<file path="src/rtl/alu_ctrl_pkg.sv">
`default_nettype none
// ============================================================================
// Module      : alu_ctrl_pkg
// Description : Shared encodings for the ALU control decoder: ALU operation
//               codes, alu_op classes from the main decoder and R-type funct
//               values.
// Revision    : 1.0 - initial release
// ============================================================================
package alu_ctrl_pkg;

    typedef logic [3:0] alu_code_t;
    typedef logic [2:0] alu_op_t;
    typedef logic [5:0] funct_t;

    // ALU operation codes
    localparam alu_code_t c_alu_and     = 4'b0000;
    localparam alu_code_t c_alu_or      = 4'b0001;
    localparam alu_code_t c_alu_add     = 4'b0010;
    localparam alu_code_t c_alu_mult    = 4'b0011;
    localparam alu_code_t c_alu_div     = 4'b0100;
    localparam alu_code_t c_alu_sub     = 4'b0110;
    localparam alu_code_t c_alu_slt     = 4'b0111;
    localparam alu_code_t c_alu_mfhi    = 4'b1000;
    localparam alu_code_t c_alu_mflo    = 4'b1001;
    localparam alu_code_t c_alu_sra     = 4'b1011;
    localparam alu_code_t c_alu_nor     = 4'b1100;
    localparam alu_code_t c_alu_sll     = 4'b1101;
    localparam alu_code_t c_alu_srl     = 4'b1110;
    localparam alu_code_t c_alu_illegal = 4'b1111;

    // alu_op classes driven by the main control unit
    localparam alu_op_t c_op_add   = 3'b000;
    localparam alu_op_t c_op_sub   = 3'b001;
    localparam alu_op_t c_op_rtype = 3'b010;
    localparam alu_op_t c_op_and   = 3'b011;
    localparam alu_op_t c_op_or    = 3'b100;
    localparam alu_op_t c_op_slt   = 3'b101;

    // R-type funct field values
    localparam funct_t c_fn_sll  = 6'b000000;
    localparam funct_t c_fn_srl  = 6'b000010;
    localparam funct_t c_fn_sra  = 6'b000011;
    localparam funct_t c_fn_mfhi = 6'b010000;
    localparam funct_t c_fn_mflo = 6'b010010;
    localparam funct_t c_fn_mult = 6'b011000;
    localparam funct_t c_fn_div  = 6'b011010;
    localparam funct_t c_fn_add  = 6'b100000;
    localparam funct_t c_fn_addu = 6'b100001;
    localparam funct_t c_fn_sub  = 6'b100010;
    localparam funct_t c_fn_subu = 6'b100011;
    localparam funct_t c_fn_and  = 6'b100100;
    localparam funct_t c_fn_or   = 6'b100101;
    localparam funct_t c_fn_nor  = 6'b100111;
    localparam funct_t c_fn_slt  = 6'b101010;

endpackage : alu_ctrl_pkg
`default_nettype wire

</file>
<file path="src/rtl/alu_ctrl_decode.sv">
`default_nettype none
// ============================================================================
// Module      : alu_ctrl_decode
// Description : Combinational alu_op/funct to ALU-code decoder. Shift funct
//               codes decode only when ALU_CTRL_SHIFT_EN is defined.
// Revision    : 1.0 - initial release
// ============================================================================
module alu_ctrl_decode
    import alu_ctrl_pkg::*;
(
    input  logic [2:0] i_alu_op,
    input  logic [5:0] i_func,
    output logic [3:0] o_alu_ctrl,
    output logic       o_hilo_we,
    output logic       o_illegal
);

    always_comb begin
        o_alu_ctrl = c_alu_illegal;
        o_hilo_we  = 1'b0;
        o_illegal  = 1'b1;

        case (i_alu_op)
            c_op_add: begin o_alu_ctrl = c_alu_add; o_illegal = 1'b0; end
            c_op_sub: begin o_alu_ctrl = c_alu_sub; o_illegal = 1'b0; end
            c_op_and: begin o_alu_ctrl = c_alu_and; o_illegal = 1'b0; end
            c_op_or:  begin o_alu_ctrl = c_alu_or;  o_illegal = 1'b0; end
            c_op_slt: begin o_alu_ctrl = c_alu_slt; o_illegal = 1'b0; end
            c_op_rtype: begin
                o_illegal = 1'b0;
                case (i_func)
                    c_fn_add, c_fn_addu: o_alu_ctrl = c_alu_add;
                    c_fn_sub, c_fn_subu: o_alu_ctrl = c_alu_sub;
                    c_fn_and:  o_alu_ctrl = c_alu_and;
                    c_fn_or:   o_alu_ctrl = c_alu_or;
                    c_fn_nor:  o_alu_ctrl = c_alu_nor;
                    c_fn_slt:  o_alu_ctrl = c_alu_slt;
                    c_fn_mfhi: o_alu_ctrl = c_alu_mfhi;
                    c_fn_mflo: o_alu_ctrl = c_alu_mflo;
                    c_fn_mult: begin o_alu_ctrl = c_alu_mult; o_hilo_we = 1'b1; end
                    c_fn_div:  begin o_alu_ctrl = c_alu_div;  o_hilo_we = 1'b1; end
`ifdef ALU_CTRL_SHIFT_EN
                    c_fn_sll:  o_alu_ctrl = c_alu_sll;
                    c_fn_srl:  o_alu_ctrl = c_alu_srl;
                    c_fn_sra:  o_alu_ctrl = c_alu_sra;
`endif
                    // Unknown or X/Z funct resolves to a defined illegal code
                    default: begin
                        o_alu_ctrl = c_alu_illegal;
                        o_illegal  = 1'b1;
                    end
                endcase
            end
            default: begin
                o_alu_ctrl = c_alu_illegal;
                o_illegal  = 1'b1;
            end
        endcase
    end

endmodule : alu_ctrl_decode
`default_nettype wire

</file>
<file path="src/rtl/alu_control.sv">
`default_nettype none
// ============================================================================
// Module      : alu_control
// Description : Registered ALU control decoder (one cycle latency) with
//               synchronous active-low reset. Optional macro ALU_CTRL_SHIFT_EN
//               enables SLL/SRL/SRA decoding.
// Revision    : 1.0 - initial release
// ============================================================================
module alu_control
    import alu_ctrl_pkg::*;
(
    input  logic       clk,
    input  logic       rst_n,
    input  logic [2:0] alu_op,
    input  logic [5:0] func,
    output logic [3:0] alu_ctrl,
    output logic       hilo_we,
    output logic       illegal
);

    logic [3:0] w_alu_ctrl;
    logic       w_hilo_we;
    logic       w_illegal;

    logic [3:0] r_alu_ctrl;
    logic       r_hilo_we;
    logic       r_illegal;

    alu_ctrl_decode u_decode (
        .i_alu_op   (alu_op),
        .i_func     (func),
        .o_alu_ctrl (w_alu_ctrl),
        .o_hilo_we  (w_hilo_we),
        .o_illegal  (w_illegal)
    );

    always_ff @(posedge clk) begin
        if (!rst_n) begin
            r_alu_ctrl <= c_alu_and;
            r_hilo_we  <= 1'b0;
            r_illegal  <= 1'b0;
        end else begin
            r_alu_ctrl <= w_alu_ctrl;
            r_hilo_we  <= w_hilo_we;
            r_illegal  <= w_illegal;
        end
    end

    assign alu_ctrl = r_alu_ctrl;
    assign hilo_we  = r_hilo_we;
    assign illegal  = r_illegal;

endmodule : alu_control
`default_nettype wire

</file>
<file path="config.mk">
export PLATFORM = sky130hd
export DESIGN_NAME = alu_control
export DESIGN_NICKNAME = d
export VERILOG_FILES = /design/src/rtl/alu_ctrl_pkg.sv /design/src/rtl/alu_ctrl_decode.sv /design/src/rtl/alu_control.sv
export SDC_FILE = /design/constraint.sdc
export NUM_CORES = 1
export LEC_CHECK = 0
export ABC_AREA = 1
export CAP_MARGIN = 5
export CORE_AREA = 5 5 42 44
export CTS_CLUSTER_SIZE = 30
export DETAILED_ROUTE_END_ITERATION = 12
export DIE_AREA = 0 0 47 49
export HOLD_SLACK_MARGIN = 0.15
export PLACE_DENSITY_LB_ADDON = 0.25
export SLEW_MARGIN = 20
export SYNTH_ARGS = -nofsm -noshare
export SYNTH_HDL_FRONTEND = slang
export SYNTH_SLANG_ARGS = --single-unit
</file>
<file path="constraint.sdc">
create_clock -name clk -period 0.9 [get_ports clk]
set_input_delay 0.18 -clock clk [delete_from_list [all_inputs] [get_ports clk]]
set_output_delay 0.18 -clock clk [all_outputs]
set_load 0.01 [all_outputs]
</file>
Word-level counts from Yosys, hierarchy flattened --
Cells that the tools add are included.
Operators by class: equality and inequality tests 17, muxes and demuxes 5, reductions and logical operators 7
Operator list (count):
- $eq 6x6->1 const B | 8
- $pmux 4 s10 | 1
- $eq 6x5->1 const B | 4
- $pmux 4 s6 | 1
- $reduce_or 12->1 | 1
- $eq 3x2->1 const B | 2
- $eq 3x3->1 const B | 2
- $reduce_or 2->1 | 3
- $reduce_or 5->1 | 1
- $eq 3x1->1 const B | 1
- $logic_not 3->1 | 1
- $mux 1 | 2
- $pmux 1 s2 | 1
- $reduce_and 2->1 | 1
Storage, ports and cells: register bits 6, word-level logic and storage cells 32

Longest topological paths before layout --
depth in word-level cells 4, depth in mapped cells 9

Cells and area by module --
From an unflattened synthesis, not the netlist that was laid out.
Unflattened totals: cells, all modules 77, area total of the unflattened synthesis 447.9 um2
By module, submodules not included:
- alu_ctrl_decode | times used 1, cells each 59, area an instance 282.8 um2, sequential area each 0.0 um2
- alu_control | times used 1, cells each 18, area an instance 165.2 um2, sequential area each 120.1 um2

Worst setup path before layout --
OpenSTA, ideal clock, no wires.
path kind input to register, start in func[3], end reg r_alu_ctrl[2] (netlist: alu_ctrl[2]), setup time 0.115 ns, data arrival time 0.789 ns, data required time 0.785 ns, setup slack -0.005 ns, stages on the path 8, buffers on the path 0, path through nor2_2 -> nand3_2 -> nand2_1 -> inv_1 -> nand2_1 -> nand3_2 -> nand2_1 -> a21oi_2
Between the ends: longest elaborated chain between the ends 4, elaborated cells between the ends (all ways) 16, those cells by class 12 x eq/ne; 2 x mux; 2 x reduce/logical
Ends and longest elaborated chain:
- start, declared | RTL line alu_control.sv:15 | input logic [5:0] func,
- $eq 6x6->1 | RTL line alu_ctrl_decode.sv:31 | case (i_func)
- $reduce_or 2->1
- $pmux 4 s10 (*) | RTL line alu_ctrl_decode.sv:31
- $pmux 4 s6 (*) | RTL line alu_ctrl_decode.sv:23 | case (i_alu_op)
- end signal, assigned | RTL line alu_control.sv:39 | r_alu_ctrl <= c_alu_and;
- end signal, assigned | RTL line alu_control.sv:43 | r_alu_ctrl <= w_alu_ctrl;
- end, declared | RTL line alu_control.sv:25 | logic [3:0] r_alu_ctrl;
Every way passes the cells marked *; elsewhere a longest branch is shown, timed or not. A chain may end at the register's enable or synchronous reset.

Worst setup path after layout --
start in func[1], end reg r_alu_ctrl[1] (netlist: alu_ctrl[1])
The elaborated chain is that of the path after synthesis.

==> impl_metrics.prom <==
# TYPE chip_impl_metric gauge
chip_impl_metric{name="initial_utilization",unit="%"} 34.3
chip_impl_metric{name="ys_seq_area_share",unit="%"} 25.0
chip_impl_metric{name="max_cap_viol_count",unit=""} 0
chip_impl_metric{name="finalHoldViolCount",unit=""} 0
chip_impl_info{name="slowest_stage",value="and3_1"} 1
chip_impl_metric{name="cts-root-to-sink-buffers",unit=""} 2
chip_impl_info{name="most_common_cell_in_the_synthesized_netlist",value="nand2_1"} 1
chip_impl_metric{name="sw_frac_of_total",unit="%"} 29.2
chip_impl_metric{name="finish.cell_count_without_fillers",unit=""} 129
chip_impl_metric{name="fin_nets",unit=""} 126
chip_impl_metric{name="detailedRoute.firstIterationViolations",unit=""} 10
chip_impl_metric{name="powerDensity",unit="nW/µm²"} 963
chip_impl_metric{name="layout_worst_path_cycle_share",unit="%"} 96.7
chip_impl_metric{name="clock_tree.htree_level_count",unit=""} 1
chip_impl_info{name="worstSetupStartpoint",value="func[1]"} 1
chip_impl_info{name="worstHoldPathType",value="in2reg"} 1
chip_impl_metric{name="total_switching_power",unit="W"} 0.000231
chip_impl_metric{name="drt-total-wl",unit="µm"} 1280
chip_impl_metric{name="row_count",unit=""} 14
chip_impl_metric{name="drt.antenna.violating_nets",unit=""} 0
chip_impl_metric{name="cts_inserted_buffers",unit=""} 3
chip_impl_metric{name="power.static_leakage",unit="nW"} 0.435
chip_impl_metric{name="max_slew.worst_pin.slew",unit="ns"} 0.195
chip_impl_metric{name="routed-via-count",unit=""} 586
chip_impl_info{name="timing.critical_path.to_type",value="register"} 1
chip_impl_metric{name="min_period",unit="ns"} 0.870
chip_impl_metric{name="fp.dieArea",unit="µm²"} 2300
chip_impl_metric{name="gp_congestion",unit=""} 0.804
chip_impl_metric{name="synth-seq-cells",unit=""} 6
chip_impl_metric{name="yosys_top_cell_area_share",unit="%"} 25.0
chip_impl_info{name="synth_largest_area_cell",value="dfxtp_1"} 1
chip_impl_metric{name="grt_antenna_before_repair",unit=""} 0
chip_impl_metric{name="synthesis.area_per_instance",unit="µm²"} 6.16
chip_impl_info{name="setup_repair_after_global_routing_missed_its_margin",value="yes"} 1
chip_impl_metric{name="die_height",unit="µm"} 49
chip_impl_metric{name="placeableCoreArea",unit="µm²"} 1400
chip_impl_metric{name="mappedNetlistArea",unit="µm²"} 480
chip_impl_info{name="worst_path_most_repeated_cell",value="nand2_1"} 1
chip_impl_metric{name="post_synth_edffs",unit=""} 0
chip_impl_metric{name="flow.area_growth_from_synthesis",unit="%"} 70.6
chip_impl_metric{name="antenna-diode-count",unit=""} 0
chip_impl_metric{name="synthesis.nets",unit=""} 89
chip_impl_metric{name="synthDistinctLibCells",unit=""} 14
chip_impl_info{name="startpoint_type",value="input pin"} 1
chip_impl_info{name="classification_of_the_worst_setup_path",value="in2reg"} 1
chip_impl_metric{name="final_max_slew_viol_count",unit=""} 0
chip_impl_metric{name="postSynthCellCount",unit=""} 78
chip_impl_metric{name="worst_hold_slack",unit="ns"} 0.299
chip_impl_metric{name="irDropWorstVdd",unit="µV"} 434
chip_impl_metric{name="grtUsageTotal",unit="%"} 12.5
chip_impl_metric{name="clock_transition_at_the_registers_of_the_reported_paths",unit="ns"} 0.04
chip_impl_metric{name="grt_first_pass_wirelength",unit="µm"} 2150
chip_impl_metric{name="top_level_ports",unit=""} 17
chip_impl_info{name="cts_root_buf",value="clkbuf_4"} 1
chip_impl_metric{name="crit_path_max_incr_delay",unit="ns"} 0.17
chip_impl_metric{name="cp.required",unit="ns"} 1.08
chip_impl_metric{name="remaining_drc_errors",unit=""} 0
chip_impl_metric{name="grt-ovfl-total",unit=""} 0
chip_impl_info{name="endpoint_of_the_most_critical_setup_path",value="alu_ctrl[1]"} 1
chip_impl_metric{name="layout-drive-gt1-share",unit="%"} 52.2
chip_impl_info{name="post_synth_main_area_contributors",value="dfxtp_1 25%, nand2_1 16%, nand3_2 10%, nand3_1 8.3%, inv_1 7.8%"} 1
chip_impl_metric{name="buffer_ports.inserted",unit=""} 16
chip_impl_metric{name="clockPowerShare",unit="%"} 30.6
chip_impl_metric{name="crit_arrival",unit="ns"} 1.05
chip_impl_info{name="path_cells",value="buf_2 > buf_4 > nor2_2 > nand3_1 > and3_1 > nand2_1 > nand2_1 > a21oi_2"} 1
chip_impl_metric{name="cell_internal_pwr",unit="W"} 0.000559
chip_impl_metric{name="share_seq_of_total_power",unit="%"} 36.3
chip_impl_metric{name="worst-path-max-fanout",unit=""} 3
chip_impl_metric{name="detail_route.vias_per_cell",unit=""} 4.54
chip_impl_metric{name="detail_route.wl_per_cell",unit="µm"} 9.91
chip_impl_metric{name="chipWidth",unit="µm"} 47
chip_impl_info{name="post_synth_most_frequent_cells",value="21 x nand2_1, 10 x inv_1, 8 x nand3_1, 8 x nor2_1, 7 x inv_2"} 1
chip_impl_metric{name="place.detailed.hpwl",unit="µm"} 959
chip_impl_metric{name="achievable-frequency",unit="MHz"} 1150
chip_impl_metric{name="ys.warnings.count",unit=""} 0
chip_impl_info{name="status",value="completed"} 1
chip_impl_info{name="cts_tree",value="done"} 1
chip_impl_info{name="ys_dominant_reg_cell",value="dfxtp_1"} 1
chip_impl_metric{name="clock_sink_count",unit=""} 6
chip_impl_metric{name="grt_pass1_vias",unit=""} 567
chip_impl_metric{name="comb_power_share",unit="%"} 33.1
chip_impl_metric{name="firstDrtPassIters",unit=""} 4
chip_impl_metric{name="placedCellCount",unit=""} 119
chip_impl_metric{name="relSlewSlack",unit="%"} 86.9
chip_impl_metric{name="async_reset_ff_share",unit="%"} 0
chip_impl_metric{name="timing.final.setup_violations",unit=""} 0
chip_impl_metric{name="largest_net_degree_at_the_start_of_global_routing",unit=""} 7
per-stage QoR:
stage | setup TNS, ns | utilization (%) | worst slack, ns | power [W] | cell area, µm²
after floorplan | 0 | - | 0.0150 | 0.000402 | 485
after global placement | -4.34 | 52.3 | -0.655 | 0.000531 | 733
after detailed placement | -4.48 | 52.3 | -0.682 | 0.000534 | 733
after CTS | -0.0124 | 55.4 | -0.0124 | 0.000782 | 777
after global routing | -0.227 | 58.5 | -0.0690 | 0.000852 | 820
final | 0 | 58.5 | 0.0301 | 0.000789 | 820
metal layers:
| metal | global-route usage (%) | vias up | share of wire, % |
|---|---|---|---|
| met4 | 7.83 | 0 | 1.5 |
| met1 | 12.2 | 258 | 38 |
| met2 | 21.9 | 17 | 53 |
| met5 | 0 | - | 0 |
| li1 | - | 309 | - |
| met3 | 2.95 | 2 | 8.0 |
kinds of logic after synthesis:
logic type / after synthesis / synth area share (%)
AO/OA/AOI/OAI: 2 / 3.65
flip-flops: 6 / 25.0
buffers and inverters: 17 / 13.3
AND/OR/NAND/NOR: 53 / 58.1
worst min-delay path by stage:
stage	startpoint	endpoint	cells past startpoint
2_1_floorplan	alu_op[2]	hilo_we	1
3_3_place_gp	rst_n	hilo_we	3
5_1_grt	func[5]	hilo_we	5
3_5_place_dp	rst_n	hilo_we	3
4_1_cts	func[2]	hilo_we	5
6_report	func[5]	hilo_we	5
critical path: cells and delay by family:
| family | cells | cell delay, ns |
|---|---|---|
| compound gates | 1 | 0.11 |
| simple gates | 5 | 0.50 |
| buf+inv | 2 | 0.25 |
power groups by stage:
stage / Clock [W] / Combinational (W) / Sequential (W)
floorplan: 0 / 0.000101 / 0.000301
global placement: 0 / 0.000239 / 0.000291
detailed placement: 0 / 0.000242 / 0.000292
CTS: 0.000254 / 0.000242 / 0.000286
global route: 0.000276 / 0.000288 / 0.000287
finish: 0.000242 / 0.000261 / 0.000286
area by class of cell:
type | instances | area (µm²)
clock buffer | 3 | 22.5
fill | 127 | 582
inverter | 17 | 63.8
timing repair buffer | 32 | 249
tap | 16 | 20.0
multi-input combinational | 55 | 344
sequential | 6 | 120
state kept, by name, indices dropped and copies added, names as in the netlist:
signal / flops
alu_ctrl: 4
hilo_we: 1
illegal: 1
cells in the final DEF (no fill, tap or decap):
cell type	instances
dlygate4sd2_1	3
nand2_2	3
nand4_1	1
inv_1	10
nor2_2	2
nand3_2	7
buf_4	15
buf_6	4
clkbuf_4	3
nand2_1	18
nor2_1	6
clkdlybuf4s50_1	1
buf_2	8
a21oi_2	2
nand3_1	6
buf_8	1
nand3b_1	1
inv_2	7
and3_1	1
dfxtp_1	6
nor2_4	7
nor4_1	1
repair_timing:
item / 4_1_cts / 5_1_grt
resized for setup: 64 / 9
hold endpoints to repair: 0 / 0
endpoints found under the setup margin: 12 / 5
hold buffers: 0 / 0
cloned: 0 / 0
pin swaps: 17 / 13
buffers inserted: 5 / 2
Note: power is estimated with default switching activity, not from simulation.
